$ cat src/rtl/wb_seq_pkg.sv
// Shared types, default constants and pattern helper for the Wishbone
// write-then-readback sequencer.
package wb_seq_pkg;

  typedef enum logic [2:0] {
    IDLE,
    WRITE,
    GAP,
    READ,
    FINISH
  } state_t;

  localparam logic [31:0] SEED_DEF       = 32'hA5A5_0000;
  localparam int          GAP_CYCLES_DEF = 10;
  localparam int          TIMEOUT_DEF    = 15;

  // Word expected at address a: seed + a, wrapping at 32 bits.
  function automatic logic [31:0] pat(input logic [31:0] seed, input logic [31:0] a);
    return seed + a;
  endfunction

endpackage

$ cat src/rtl/wb_seq_watchdog.sv
// Counts strobe cycles without an acknowledge; expire fires on the cycle
// whose edge would bring the count to TIMEOUT.
module wb_seq_watchdog import wb_seq_pkg::*; #(
  parameter int TIMEOUT = TIMEOUT_DEF
) (
  input  logic clk,
  input  logic rst,
  input  logic stb,
  input  logic ack,
  input  logic clr,
  output logic expire
);

  localparam int TW = $clog2(TIMEOUT + 1);

  logic [TW-1:0] cnt_q;
  logic [TW-1:0] cnt_d;

  // Next count: restart on every ack or whenever the strobe is idle.
  always_comb begin
    cnt_d = cnt_q;
    if (clr || !stb || ack) begin
      cnt_d = '0;
    end else begin
      cnt_d = cnt_q + TW'(1);
    end
  end

  // Wait-cycle counter register.
  always_ff @(posedge clk or posedge rst) begin
    if (rst) begin
      cnt_q <= '0;
    end else begin
      cnt_q <= cnt_d;
    end
  end

  assign expire = stb & ~ack & (cnt_q == TW'(TIMEOUT - 1));

endmodule

$ cat src/rtl/wb_seq_master.sv
// Wishbone classic-cycle initiator: writes a seed+address pattern to every
// word, idles for a gap, reads everything back and counts miscompares.
module wb_seq_master import wb_seq_pkg::*; #(
  parameter int            AW         = 3,
  parameter int            DW         = 32,
  parameter logic [DW-1:0] SEED       = DW'(SEED_DEF),
  parameter int            GAP_CYCLES = GAP_CYCLES_DEF,
  parameter int            TIMEOUT    = TIMEOUT_DEF
) (
  input  logic          CLK_I,
  input  logic          RST_I,
  input  logic          start,
  input  logic          ACK_I,
  input  logic [DW-1:0] DAT_I,
  output logic          CYC_O,
  output logic          STB_O,
  output logic          WE_O,
  output logic [AW-1:0] ADR_O,
  output logic [DW-1:0] DAT_O,
  output logic          busy,
  output logic          done,
  output logic [7:0]    err_cnt,
  output logic [AW-1:0] fail_adr,
  output logic          timeout
);

  localparam int GW = $clog2(GAP_CYCLES + 1);

  state_t        state_q;
  logic [AW:0]   addr_q;
  logic [AW:0]   addr_nxt;
  logic [GW-1:0] gap_q;
  logic          cyc_q, stb_q, we_q;
  logic [DW-1:0] dat_q;
  logic          busy_q, done_q, tmo_q;
  logic [7:0]    err_q;
  logic [AW-1:0] fadr_q;
  logic          expire;
  logic          phase_last;
  logic          ack_edge;

  function automatic logic [DW-1:0] word_at(input logic [AW:0] a);
    return DW'(pat(32'(SEED), 32'(a)));
  endfunction

  function automatic logic [7:0] sat_inc(input logic [7:0] v);
    return (v == 8'hFF) ? v : v + 8'd1;
  endfunction

  // The carry out of the address counter marks the last word of a phase.
  assign addr_nxt   = addr_q + (AW + 1)'(1);
  assign phase_last = addr_nxt[AW];
  assign ack_edge   = stb_q & ACK_I;

  wb_seq_watchdog #(.TIMEOUT(TIMEOUT)) u_wdog (
    .clk    (CLK_I),
    .rst    (RST_I),
    .stb    (stb_q),
    .ack    (ACK_I),
    .clr    (state_q == IDLE),
    .expire (expire)
  );

  // Sequencer FSM with registered bus signals, gap counter and error tracking.
  always_ff @(posedge CLK_I or posedge RST_I) begin
    if (RST_I) begin
      state_q <= IDLE;
      addr_q  <= '0;
      gap_q   <= '0;
      cyc_q   <= 1'b0;
      stb_q   <= 1'b0;
      we_q    <= 1'b0;
      dat_q   <= '0;
      busy_q  <= 1'b0;
      done_q  <= 1'b0;
      tmo_q   <= 1'b0;
      err_q   <= '0;
      fadr_q  <= '0;
    end else begin
      done_q <= 1'b0;
      if ((state_q == WRITE || state_q == READ) && expire) begin
        // Responder went silent: abandon the pass without further transfers.
        tmo_q   <= 1'b1;
        cyc_q   <= 1'b0;
        stb_q   <= 1'b0;
        we_q    <= 1'b0;
        dat_q   <= '0;
        addr_q  <= '0;
        busy_q  <= 1'b0;
        done_q  <= 1'b1;
        state_q <= FINISH;
      end else begin
        case (state_q)
          IDLE: begin
            if (start) begin
              state_q <= WRITE;
              addr_q  <= '0;
              err_q   <= '0;
              fadr_q  <= '0;
              tmo_q   <= 1'b0;
              cyc_q   <= 1'b1;
              stb_q   <= 1'b1;
              we_q    <= 1'b1;
              dat_q   <= word_at('0);
              busy_q  <= 1'b1;
            end
          end
          WRITE: begin
            if (ack_edge) begin
              if (phase_last) begin
                state_q <= GAP;
                addr_q  <= '0;
                gap_q   <= '0;
                cyc_q   <= 1'b0;
                stb_q   <= 1'b0;
                we_q    <= 1'b0;
                dat_q   <= '0;
              end else begin
                addr_q <= addr_nxt;
                dat_q  <= word_at(addr_nxt);
              end
            end
          end
          GAP: begin
            if (gap_q == GW'(GAP_CYCLES - 1)) begin
              state_q <= READ;
              gap_q   <= '0;
              cyc_q   <= 1'b1;
              stb_q   <= 1'b1;
            end else begin
              gap_q <= gap_q + GW'(1);
            end
          end
          READ: begin
            if (ack_edge) begin
              if (DAT_I != word_at(addr_q)) begin
                err_q <= sat_inc(err_q);
                if (err_q == 8'd0) begin
                  fadr_q <= addr_q[AW-1:0];
                end
              end
              if (phase_last) begin
                state_q <= FINISH;
                addr_q  <= '0;
                cyc_q   <= 1'b0;
                stb_q   <= 1'b0;
                busy_q  <= 1'b0;
                done_q  <= 1'b1;
              end else begin
                addr_q <= addr_nxt;
              end
            end
          end
          FINISH: begin
            state_q <= IDLE;
          end
          default: begin
            state_q <= IDLE;
          end
        endcase
      end
    end
  end

  assign CYC_O    = cyc_q;
  assign STB_O    = stb_q;
  assign WE_O     = we_q;
  assign ADR_O    = addr_q[AW-1:0];
  assign DAT_O    = dat_q;
  assign busy     = busy_q;
  assign done     = done_q;
  assign err_cnt  = err_q;
  assign fail_adr = fadr_q;
  assign timeout  = tmo_q;

endmodule

$ cat config.mk
export PLATFORM = sky130hd
export DESIGN_NAME = wb_seq_master
export DESIGN_NICKNAME = d
export VERILOG_FILES = /design/src/rtl/wb_seq_pkg.sv /design/src/rtl/wb_seq_watchdog.sv /design/src/rtl/wb_seq_master.sv
export SDC_FILE = /design/constraint.sdc
export NUM_CORES = 1
export LEC_CHECK = 0
export CAP_MARGIN = 5
export CORE_ASPECT_RATIO = 1.5
export CORE_UTILIZATION = 47
export CTS_CLUSTER_DIAMETER = 30
export DETAILED_ROUTE_END_ITERATION = 10
export GPL_TIMING_DRIVEN = 0
export PLACE_DENSITY = 0.95
export REMOVE_ABC_BUFFERS = 1
export SETUP_SLACK_MARGIN = 0.3
export SYNTH_ARGS = -nofsm -noshare
export SYNTH_HDL_FRONTEND = slang
export SYNTH_SLANG_ARGS = --single-unit
$ cat constraint.sdc
create_clock -name CLK_I -period 2.9 [get_ports CLK_I]
set_clock_uncertainty 0.2 [all_clocks]
set_input_delay 0.435 -clock CLK_I [delete_from_list [all_inputs] [get_ports CLK_I]]
set_output_delay 0.435 -clock CLK_I [all_outputs]
set_load 0.005 [all_outputs]
==> impl_metrics.yaml, run 1 <==
critical_path:
  cp-start-kind: "flop"
  critPathTopFamily: "simple AND/OR/NAND/NOR gates"
  rr_endpoint: "err_cnt[1]"
  crit_buf_inv: 0
  cpMaxStageDelayCell: "dfrtp_1"
  slowest_delay_ps: 540
  crit_type: "flop to flop"
  endpoint_kind: "flop"
  cp_cell_sequence: "and3b_1 -> nand4_1 -> nor3_4 -> nand4b_1 -> o22ai_1"
  rr_worst_depth: 5
  ff2ff_setup_slack_ps: 530
  critical_path.max_fanout: 15
  r2r_start: "state_q[2]"
  required_ps: 2870
  worstSetupStartpoint: "state_q[2]"
  worstPathArrival_ps: 2330
layout:
  final_cell_mix: "66 x clkdlybuf4s50_1, 33 x dfrtp_1, 21 x conb_1"
  final_cells: 364
  final_common_cell: "clkdlybuf4s50_1"
  n_antenna_cell: 0
  fin_nets: 342
  register_area_um2: 852.1
  drive_gt1_share_pct: 6.667
  multi_input_area_um2: 1151
  area_growth_pct: 28.13
  n_fill_cell: 370
synthesis:
  synth-main-ff-cell: "dfrtp_1"
  synth-seq-cells: 34
  ys_seq_area_share_pct: 37.95
  ys_async_sr_fraction_pct: 100.0
  synth_edf_count: 0
  synth_area_um2: 2242
  avgSynthCellArea_um2: 9.189
  synthCells: 244
  ys_types: 56
  yosysWarnings: 0
sta:
  clock.fmax_mhz: 422.2
  fin_tns_setup_ps: 0
  tightest_slew_ps: 688.4
  hold_viol_final: 0
  hold_ws_ps: 289.9
  setup_viol: 0
  min_period_over_period_pct: 81.67
  layout_min_cycle_time_ps: 2369
  slew_violations: 0
  slew_headroom_pct: 54.04
  rsz0062_at_grt: "false"
placed_design:
  portBuffers: 66
  gp_congestion: 0.9301
  hpwlAfterDp_um: 3861
  dp.cells: 356
grt:
  grt_pass1_wl_um: 8528
  grt_antenna_before_repair: 0
  grt_max_degree: 35
  grt_pass1_vias: 1939
  grt-ovfl-total: 0
  grtUsageTotal_pct: 22.24
worst_hold_path:
  hold_depth: 1
  min_from: "u_wdog.cnt_q[0]"
  hold_end: "u_wdog.cnt_q[0]"
  hp-class: "flop to flop"
clock_tree:
  postCtsSetupBuffers: 0
  htreeDepth: 2
  clock-sinks: 34
  cts_buffer_depth: 2
  clkTransAtPathRegs_ps: 70
  ctsHoldBuffers: 0
  clock_latency_ps: 290
  cts_tree: "done"
  cts_made_buffers: 5
  cts_root_buf: "clkbuf_8"
pwr:
  leakage_nw: 1.243
  powerDensity_nw_per_um2: 777.9
  irDropWorstVdd_mv: 0.6286
detailed_routing:
  viasPerCell: 5.423
  antenna_left: 0
  detail_route.wl_per_cell_um: 14.09
  drt_iter0_drc: 106
  met3_length_um: 298
  drc: 0
  top_layer: "met4"
  wl_met1_um: 1825
  drtPass1Iterations: 4
  dr_total_vias: 1974
  wl_um: 5129
  dr_wl_met2_um: 2871
run_status:
  status: "finished clean"
floorplan:
  core_area_um2: 4542
  io_pins: 88
  die-area_um2: 5056
  dieHeight_um: 86.59
  rows: 30
  initial_core_util_pct: 49.37
  die_width_um: 58.40
flow_run:
  drv_cap: 0
## where the power goes
group	switching, mW	total (mW)	internal [mW]	leakage, nW
combinational	0.480	1.04	0.559	0.754
sequential	0.215	0.837	0.621	0.441
clock	0.168	0.359	0.191	0.0482
total	0.863	2.23	1.37	1.24
## how the worst max path moves through the flow
stage,cells after the start,endpoint
after floorplan,5,err_cnt[1]
after global placement,6,err_cnt[1]
after detailed placement,6,err_cnt[1]
after CTS,5,err_cnt[1]
after global routing,5,err_cnt[1]
final,5,err_cnt[1]
## synth_stat cells (all sizes together), types with 2 or more instances
| cell type | instances | area, µm² |
|---|---|---|
| nor4 | 4 | 25.02 |
| mux2 | 5 | 56.30 |
| nand2b | 3 | 18.77 |
| buf | 34 | 262.8 |
| o21ai | 21 | 108.9 |
| nor2 | 19 | 71.32 |
| o31ai | 3 | 22.52 |
| ha | 7 | 87.58 |
| inv | 10 | 37.53 |
| a31oi | 5 | 31.28 |
| nand2 | 17 | 63.81 |
| nand4 | 6 | 37.54 |
| a21o | 4 | 30.03 |
| a21oi | 7 | 50.05 |
| o211ai | 2 | 20.02 |
| nand3 | 7 | 35.03 |
| clkbuf | 4 | 21.27 |
| nor4bb | 2 | 20.02 |
| o22ai | 5 | 37.53 |
| nand4b | 2 | 17.52 |
| nor3 | 9 | 50.05 |
| nor3b | 3 | 22.52 |
| xnor2 | 5 | 43.79 |
| and3 | 5 | 32.53 |
| dfrtp | 34 | 850.8 |
| o32a | 2 | 20.02 |
| mux2i | 2 | 20.02 |
| a2bb2oi | 2 | 17.52 |
## area by class of cell
type,instances,share of cell area (%)
repair buffers,66,23.00
multi-input cells,182,40.07
clock buffers,7,3.005
well taps,64,2.787
flip-flops and latches,34,29.66
inverters,10,1.307
clock inverters,1,0.1742
## stage by stage
step	setup WS [ps]	power [mW]	instance area (µm²)	util, %
after floorplan	765.3	1.352	2033	-
after detailed placement	158.5	1.866	2774	61.07
after global routing	421.4	2.383	2873	63.25
after global placement	188.0	1.814	2774	61.07
after CTS	430.7	2.239	2872	63.22
final	531.4	2.235	2873	63.25
## logic make-up (layout without fill, tap and decap cells)
kind of cell	after synthesis	in the layout	share of synthesized area, %
AOI/OAI and AO/OA	54	54	16.52
xor gates and xnor gates	6	6	2.344
adders and majority gates	7	7	3.906
buffers and inverters	48	84	14.34
DFF	34	34	37.95
muxes	7	7	3.404
other	1	21	0.1673
and+or+nand+nor	87	87	21.37
## sequential cells by signal, indices dropped and copies added (netlist names)
signal / cells
busy: 1
WE_O: 1
done: 1
gap_q: 4
DAT_O: 4
timeout: 1
u_wdog.cnt_q: 4
STB_O: 1
addr_q: 3
err_cnt: 8
state_q: 3
fail_adr: 3
## timing repair
action,CTS,global route
gates resized for setup,1,1
pin swaps,0,0
setup endpoints to repair,4,6
## layer usage
layer	GRT usage (%)	up-vias
li1	-	937
met5	0	-
met3	4.925	13
met1	21.25	927
met4	11.26	0
met2	42.84	97
## worst reg2reg max path, stage by stage (launching register included)
cell	delay [ps]
dfrtp_1	540
and3b_1	450
nand4_1	200
nor3_4	450
nand4b_1	270
o22ai_1	120
(Power assumes the default switching activity.)
==> run 2, diff against run 1 <==
--- a/config.mk
+++ b/config.mk
@@ -7,11 +7,11 @@
 export LEC_CHECK = 0
 export CAP_MARGIN = 5
 export CORE_ASPECT_RATIO = 1.5
-export CORE_UTILIZATION = 47
+export CORE_UTILIZATION = 40
 export CTS_CLUSTER_DIAMETER = 30
 export DETAILED_ROUTE_END_ITERATION = 10
 export GPL_TIMING_DRIVEN = 0
-export PLACE_DENSITY = 0.95
+export PLACE_DENSITY = 0.87
 export REMOVE_ABC_BUFFERS = 1
 export SETUP_SLACK_MARGIN = 0.3
 export SYNTH_ARGS = -nofsm -noshare
==> constraint.sdc (replaced) <==
create_clock -name CLK_I -period 2.1 [get_ports CLK_I]
set_clock_uncertainty 0.2 [all_clocks]
set_input_delay 0.315 -clock CLK_I [delete_from_list [all_inputs] [get_ports CLK_I]]
set_output_delay 0.315 -clock CLK_I [all_outputs]
set_load 0.005 [all_outputs]
==> run 2 against run 1 <==
Effect of this change: the run now ends with setup timing left; sequential cell count unchanged; power grew 80%; cell count up 14%; hold slack lost 21 ps; setup slack got worse by 550 ps; clock-buffer cell count grew 1; die area up 17%; non-clock buffer count increased by 44; utilization rose by 3.7 points; maximum frequency is 12% higher; register-to-register slack worse by 550 ps; sequential power grew 35%; critical endpoint is now DAT_O[0]; largest cell class unchanged.
==> impl_metrics.yaml, run 2 (synthesis gave the netlist of run 1 again) <==
layout:
  n_fill_cell: 399
  n_antenna_cell: 0
  fin_nets: 386
  fin_area_um2: 3649
  largest_reg_flops: 8
  area_growth_pct: 62.72
  multi_input_area_um2: 1459
  register_area_um2: 863.3
  final_common_cell: "clkdlybuf4s50_1"
  final_cell_mix: "41 x clkdlybuf4s50_1, 33 x buf_4, 24 x dfrtp_1"
  drive_gt1_share_pct: 33.43
pwr:
  total_power_mw: 4.022
  powerDensity_nw_per_um2: 1102
  leakage_nw: 1.706
  irDropWorstVdd_mv: 0.7178
detailed_routing:
  dr_wl_met2_um: 4019
  antenna_left: 0
  met3_length_um: 408
  top_layer: "met4"
  viasPerCell: 5.643
  dr_total_vias: 2336
  drc: 0
  drtPass1Iterations: 4
  wl_um: 7388
  wl_met1_um: 2655
  drt_iter0_drc: 167
  detail_route.wl_per_cell_um: 17.85
placed_design:
  hpwlAfterDp_um: 3901
  gp_congestion: 0.9069
  portBuffers: 66
  dpl_cell_area_um2: 2809
grt:
  grt_pass1_vias: 2103
  grtUsageTotal_pct: 21.29
  grt_pass1_wl_um: 9818
  grt_max_degree: 19
  grt-ovfl-total: 0
  grt_antenna_before_repair: 0
floorplan:
  io_pins: 88
  die-area_um2: 5915
  rows: 33
  initial_core_util_pct: 41.14
  dieHeight_um: 93.70
  core_area_um2: 5450
  die_width_um: 63.13
sta:
  rsz0062_at_grt: "true"
  hold_viol_final: 0
  clock.fmax_mhz: 472.3
  tightest_slew_ps: 785.0
  layout_min_cycle_time_ps: 2117
  worst_slack_ps: -17.11
  slew_violations: 0
  min_period_over_period_pct: 100.8
  slew_headroom_pct: 47.61
  setup_viol: 4
clock_tree:
  cts_root_buf: "clkbuf_8"
  clock_latency_ps: 290
  clkTransAtPathRegs_ps: 70
  htreeDepth: 2
  clock-sinks: 34
  cts_tree: "done"
  ctsHoldBuffers: 0
  cts_buffer_depth: 2
  cts_made_buffers: 5
worst_hold_path:
  hp-class: "input port to asynchronous set/reset pin"
critical_path:
  required_ps: 2080
  worstPathArrival_ps: 2100
  worstSetupStartpoint: "state_q[1]"
  cp-start-kind: "flop"
  r2r_start: "state_q[1]"
  endpoint_kind: "flop"
  crit_type: "flop to flop"
  critical_path.max_fanout: 7
run_status:
  violations: "setup timing"
  status: "finished, violations left"
flow_run:
  drv_cap: 0
[run 2: cell count changes in the layout (fill, tap and decap cells not counted), sizes merged]
cell           before  now
clkdlybuf4s50      66   41
clkbuf              7    9
clkinv              1    0
buf                 0   43
dlymetal6s2s        0   19
dlygate4sd2         0    6
[run 2: routing by layer]
layer	vias to the layer above	global-route usage, %
li1	1022	-
met2	138	39.78
met1	1139	23.23
met3	37	3.277
met5	-	0
met4	0	9.496
[run 2: critical path, stage by stage (launching register included)]
cell     delay [ps]
dfrtp_2         440
buf_6           130
or3b_4          470
o21ai_1         260
o21ai_4         170
mux2_4          330
[run 2: power by group]
part | internal [mW] | switching, mW
clock | 0.331 | 0.245
sequential | 0.872 | 0.255
combinational | 1.24 | 1.07
[run 2: path summary, 6_finish.rpt]
| check | to | slack, ps | depth (start not counted) |
|---|---|---|---|
| worst max-delay path | DAT_O[0] | -20 | 5 |
| worst max register to register | DAT_O[0] | -20 | 5 |
| min in group CLK_I | u_wdog.cnt_q[0] | 300 | 1 |
| worst min-delay path | timeout | 270 | 2 |
| max in group asynchronous | err_cnt[2] | 860 | 3 |
| worst min register to register | u_wdog.cnt_q[0] | 300 | 1 |
[run 2: cell type report]
class	instances	share of cell area [%]
Sequential cell	34	23.66
Tap cell	70	2.401
Inverter	10	1.029
Timing Repair Buffer	110	29.90
Clock buffer	8	3.018
Multi-Input combinational cell	182	39.99
[run 2: what timing repair did]
item | CTS | global route
cloned | 0 | 0
hold endpoints to repair | 0 | 0
setup endpoints to repair | 44 | 42
pin swaps | 16 | 17
setup buffers | 26 | 17
resized for setup | 51 | 66
[run 2: stage by stage]
step | worst slack, ps | TNS, ps | hold slack [ps] | std cells | utilization, %
6_report | -17.11 | -53.05 | 268.9 | 414 | 66.94
3_5_place_dp | -584.2 | -8293 | 282.9 | 363 | 51.54
4_1_cts | 54.43 | 0 | 297.2 | 397 | 60.19
5_1_grt | -109.9 | -289.9 | 321.9 | 414 | 66.94
3_3_place_gp | -544.5 | -7532 | 270.8 | 362 | 51.03
2_1_floorplan | -34.67 | -105.2 | 254.4 | 226 | -
==> run 3, diff against run 2 <==
--- a/config.mk
+++ b/config.mk
@@ -10,7 +10,6 @@
 export CORE_UTILIZATION = 40
 export CTS_CLUSTER_DIAMETER = 30
 export DETAILED_ROUTE_END_ITERATION = 10
-export GPL_TIMING_DRIVEN = 0
 export PLACE_DENSITY = 0.87
 export REMOVE_ABC_BUFFERS = 1
 export SETUP_SLACK_MARGIN = 0.3
==> run 3 against run 2 <==
Effect of this change: the run still ends with setup timing left; global-route usage grew 1.1 points; combinational power grew 9.9%; design area grew 3.8%; power grew 3.3%; via count is essentially flat; first-iteration DRC count shrank 47%.
==> impl_metrics.yaml, run 3 (synthesis gave the netlist of run 1 again) <==
critical_path:
  rr_endpoint: "fail_adr[1]"
  rr_worst_depth: 8
  endpoint_kind: "flop"
  cp_cell_sequence: "inv_2 -> ha_4 -> or4b_4 -> o41ai_4 -> nand2_1 -> buf_4 -> o21ai_0 -> o21ai_1"
  crit_type: "flop to flop"
  worstSetupStartpoint: "err_cnt[1]"
  r2r_start: "err_cnt[1]"
  crit_end: "fail_adr[1]"
  ff2ff_setup_slack_ps: -30
  cpMaxStageDelayCell: "or4b_4"
  critical_path.max_fanout: 3
  required_ps: 2080
  slowest_delay_ps: 460
  cp-start-kind: "flop"
  worstPathArrival_ps: 2110
grt:
  grt-ovfl-total: 0
  grt_antenna_before_repair: 0
  grt_max_degree: 35
  grtUsageTotal_pct: 22.43
  grt_pass1_wl_um: 10180
  grt_pass1_vias: 2249
placed_design:
  post-place-ws_ps: -244.0
  dpl_cell_area_um2: 3027
  gp_congestion: 0.9532
  dp.cells: 393
  hpwlAfterDp_um: 4408
  portBuffers: 66
sta:
  hold_viol_final: 0
  min_period_over_period_pct: 101.5
  worst_slack_ps: -30.51
  slew_violations: 0
  clock.fmax_mhz: 469.4
  rsz0062_at_grt: "true"
  fin_tns_setup_ps: -30.51
  setup_viol: 1
  layout_min_cycle_time_ps: 2131
  hold_ws_ps: 223.6
run_status:
  status: "finished, violations left"
  violations: "setup timing"
layout:
  largest_reg_flops: 8
  fin_nets: 401
  fin_area_um2: 3786
  final_core_util_pct: 69.47
  final_common_cell: "buf_4"
  final_cell_mix: "45 x buf_4, 33 x clkdlybuf4s50_1, 27 x dfrtp_1"
  area_growth_pct: 68.86
  drive_gt1_share_pct: 36.77
  final_cells: 429
  n_antenna_cell: 0
pwr:
  p_sw_mw: 1.636
  combPwrFrac_pct: 61.3
  total_power_mw: 4.154
  p_seq_share_pct: 26.2
  leakage_nw: 1.817
  irDropWorstVdd_mv: 0.7595
  p_sw_share_pct: 39.39
  p_int_mw: 2.518
  p_clk_share_pct: 12.5
  powerDensity_nw_per_um2: 1097
floorplan:
  dieHeight_um: 93.70
  die-area_um2: 5915
  initial_core_util_pct: 41.14
  die_width_um: 63.13
  rows: 33
  io_pins: 88
  core_area_um2: 5450
clock_tree:
  clock_latency_ps: 300
  clock-sinks: 34
  htreeDepth: 2
  cts_root_buf: "clkbuf_8"
  clkTransAtPathRegs_ps: 70
  ctsHoldBuffers: 0
  cts_made_buffers: 5
  cts_buffer_depth: 2
  cts_tree: "done"
detailed_routing:
  drt_iter0_drc: 89
  drc: 0
  drtPass1Iterations: 4
  viasPerCell: 5.441
  detail_route.wl_per_cell_um: 17.76
  dr_total_vias: 2334
  antenna_left: 0
  wl_um: 7620
worst_hold_path:
  hp-class: "input port to asynchronous set/reset pin"
flow_run:
  drv_cap: 0
[run 3: cell types whose count changed in the layout (fill, tap and decap cells not counted), moves of 2 or more]
cell,change
nor2_1,-2
dfrtp_1,+3
nor3_4,+2
dfrtp_2,-3
buf_4,+12
o21ai_2,+2
dlymetal6s2s_1,+5
inv_2,-2
buf_6,+3
dlygate4sd2_1,+3
clkbuf_8,-2
o21ai_1,-3
clkdlybuf4s50_1,-8
[run 3: per-layer routing]
| layer | up-vias | wire, µm | track usage (%) |
|---|---|---|---|
| li1 | 1057 | - | - |
| met1 | 1138 | 2753 | 22.98 |
| met2 | 113 | 4251 | 41.58 |
| met3 | 26 | 356 | 3.883 |
| met4 | 0 | 258 | 13.76 |
| met5 | - | 0 | 0 |
[run 3: how the worst min path moves through the flow]
stage,to,slack [ps],cells past startpoint
CTS,state_q[0],250,3
detailed placement,DAT_O[2],290,1
global placement,u_wdog.cnt_q[0],280,1
finish,err_cnt[1],220,3
floorplan,u_wdog.cnt_q[0],250,1
global route,timeout,280,3
[run 3: final cells by class]
| cell class | instances | area (µm²) |
|---|---|---|
| tap | 70 | 87.58 |
| multi-input combinational | 182 | 1484 |
| clock buffer | 7 | 86.33 |
| fill | 383 | 1664 |
| inverter | 10 | 40.04 |
| timing repair buffer | 125 | 1224 |
| clock inverter | 1 | 5.005 |
| sequential | 34 | 859.6 |
[run 3: power by group through the flow]
stage	Sequential [mW]	Combinational, mW	Clock, mW
after floorplan	1.12	0.745	0
after global placement	1.07	1.73	0
after detailed placement	1.08	1.78	0
after CTS	1.06	2.09	0.516
after global routing	1.11	2.71	0.546
final	1.09	2.55	0.519
[run 3: repair_timing]
item,in CTS,in global routing
endpoints found under the setup margin,39,47
setup buffers,15,12
gates cloned,1,0
gates resized for setup,51,79
pin swaps,24,21
[run 3: critical path, delay by kind of cell, from the launching register on]
kind / cells / cell delay (ps)
AO/OA/AOI/OAI: 3 / 450
adder cells (fa/ha/maj): 1 / 120
buffers and inverters: 2 / 260
flip-flops: 1 / 400
AND/OR/NAND/NOR: 2 / 590
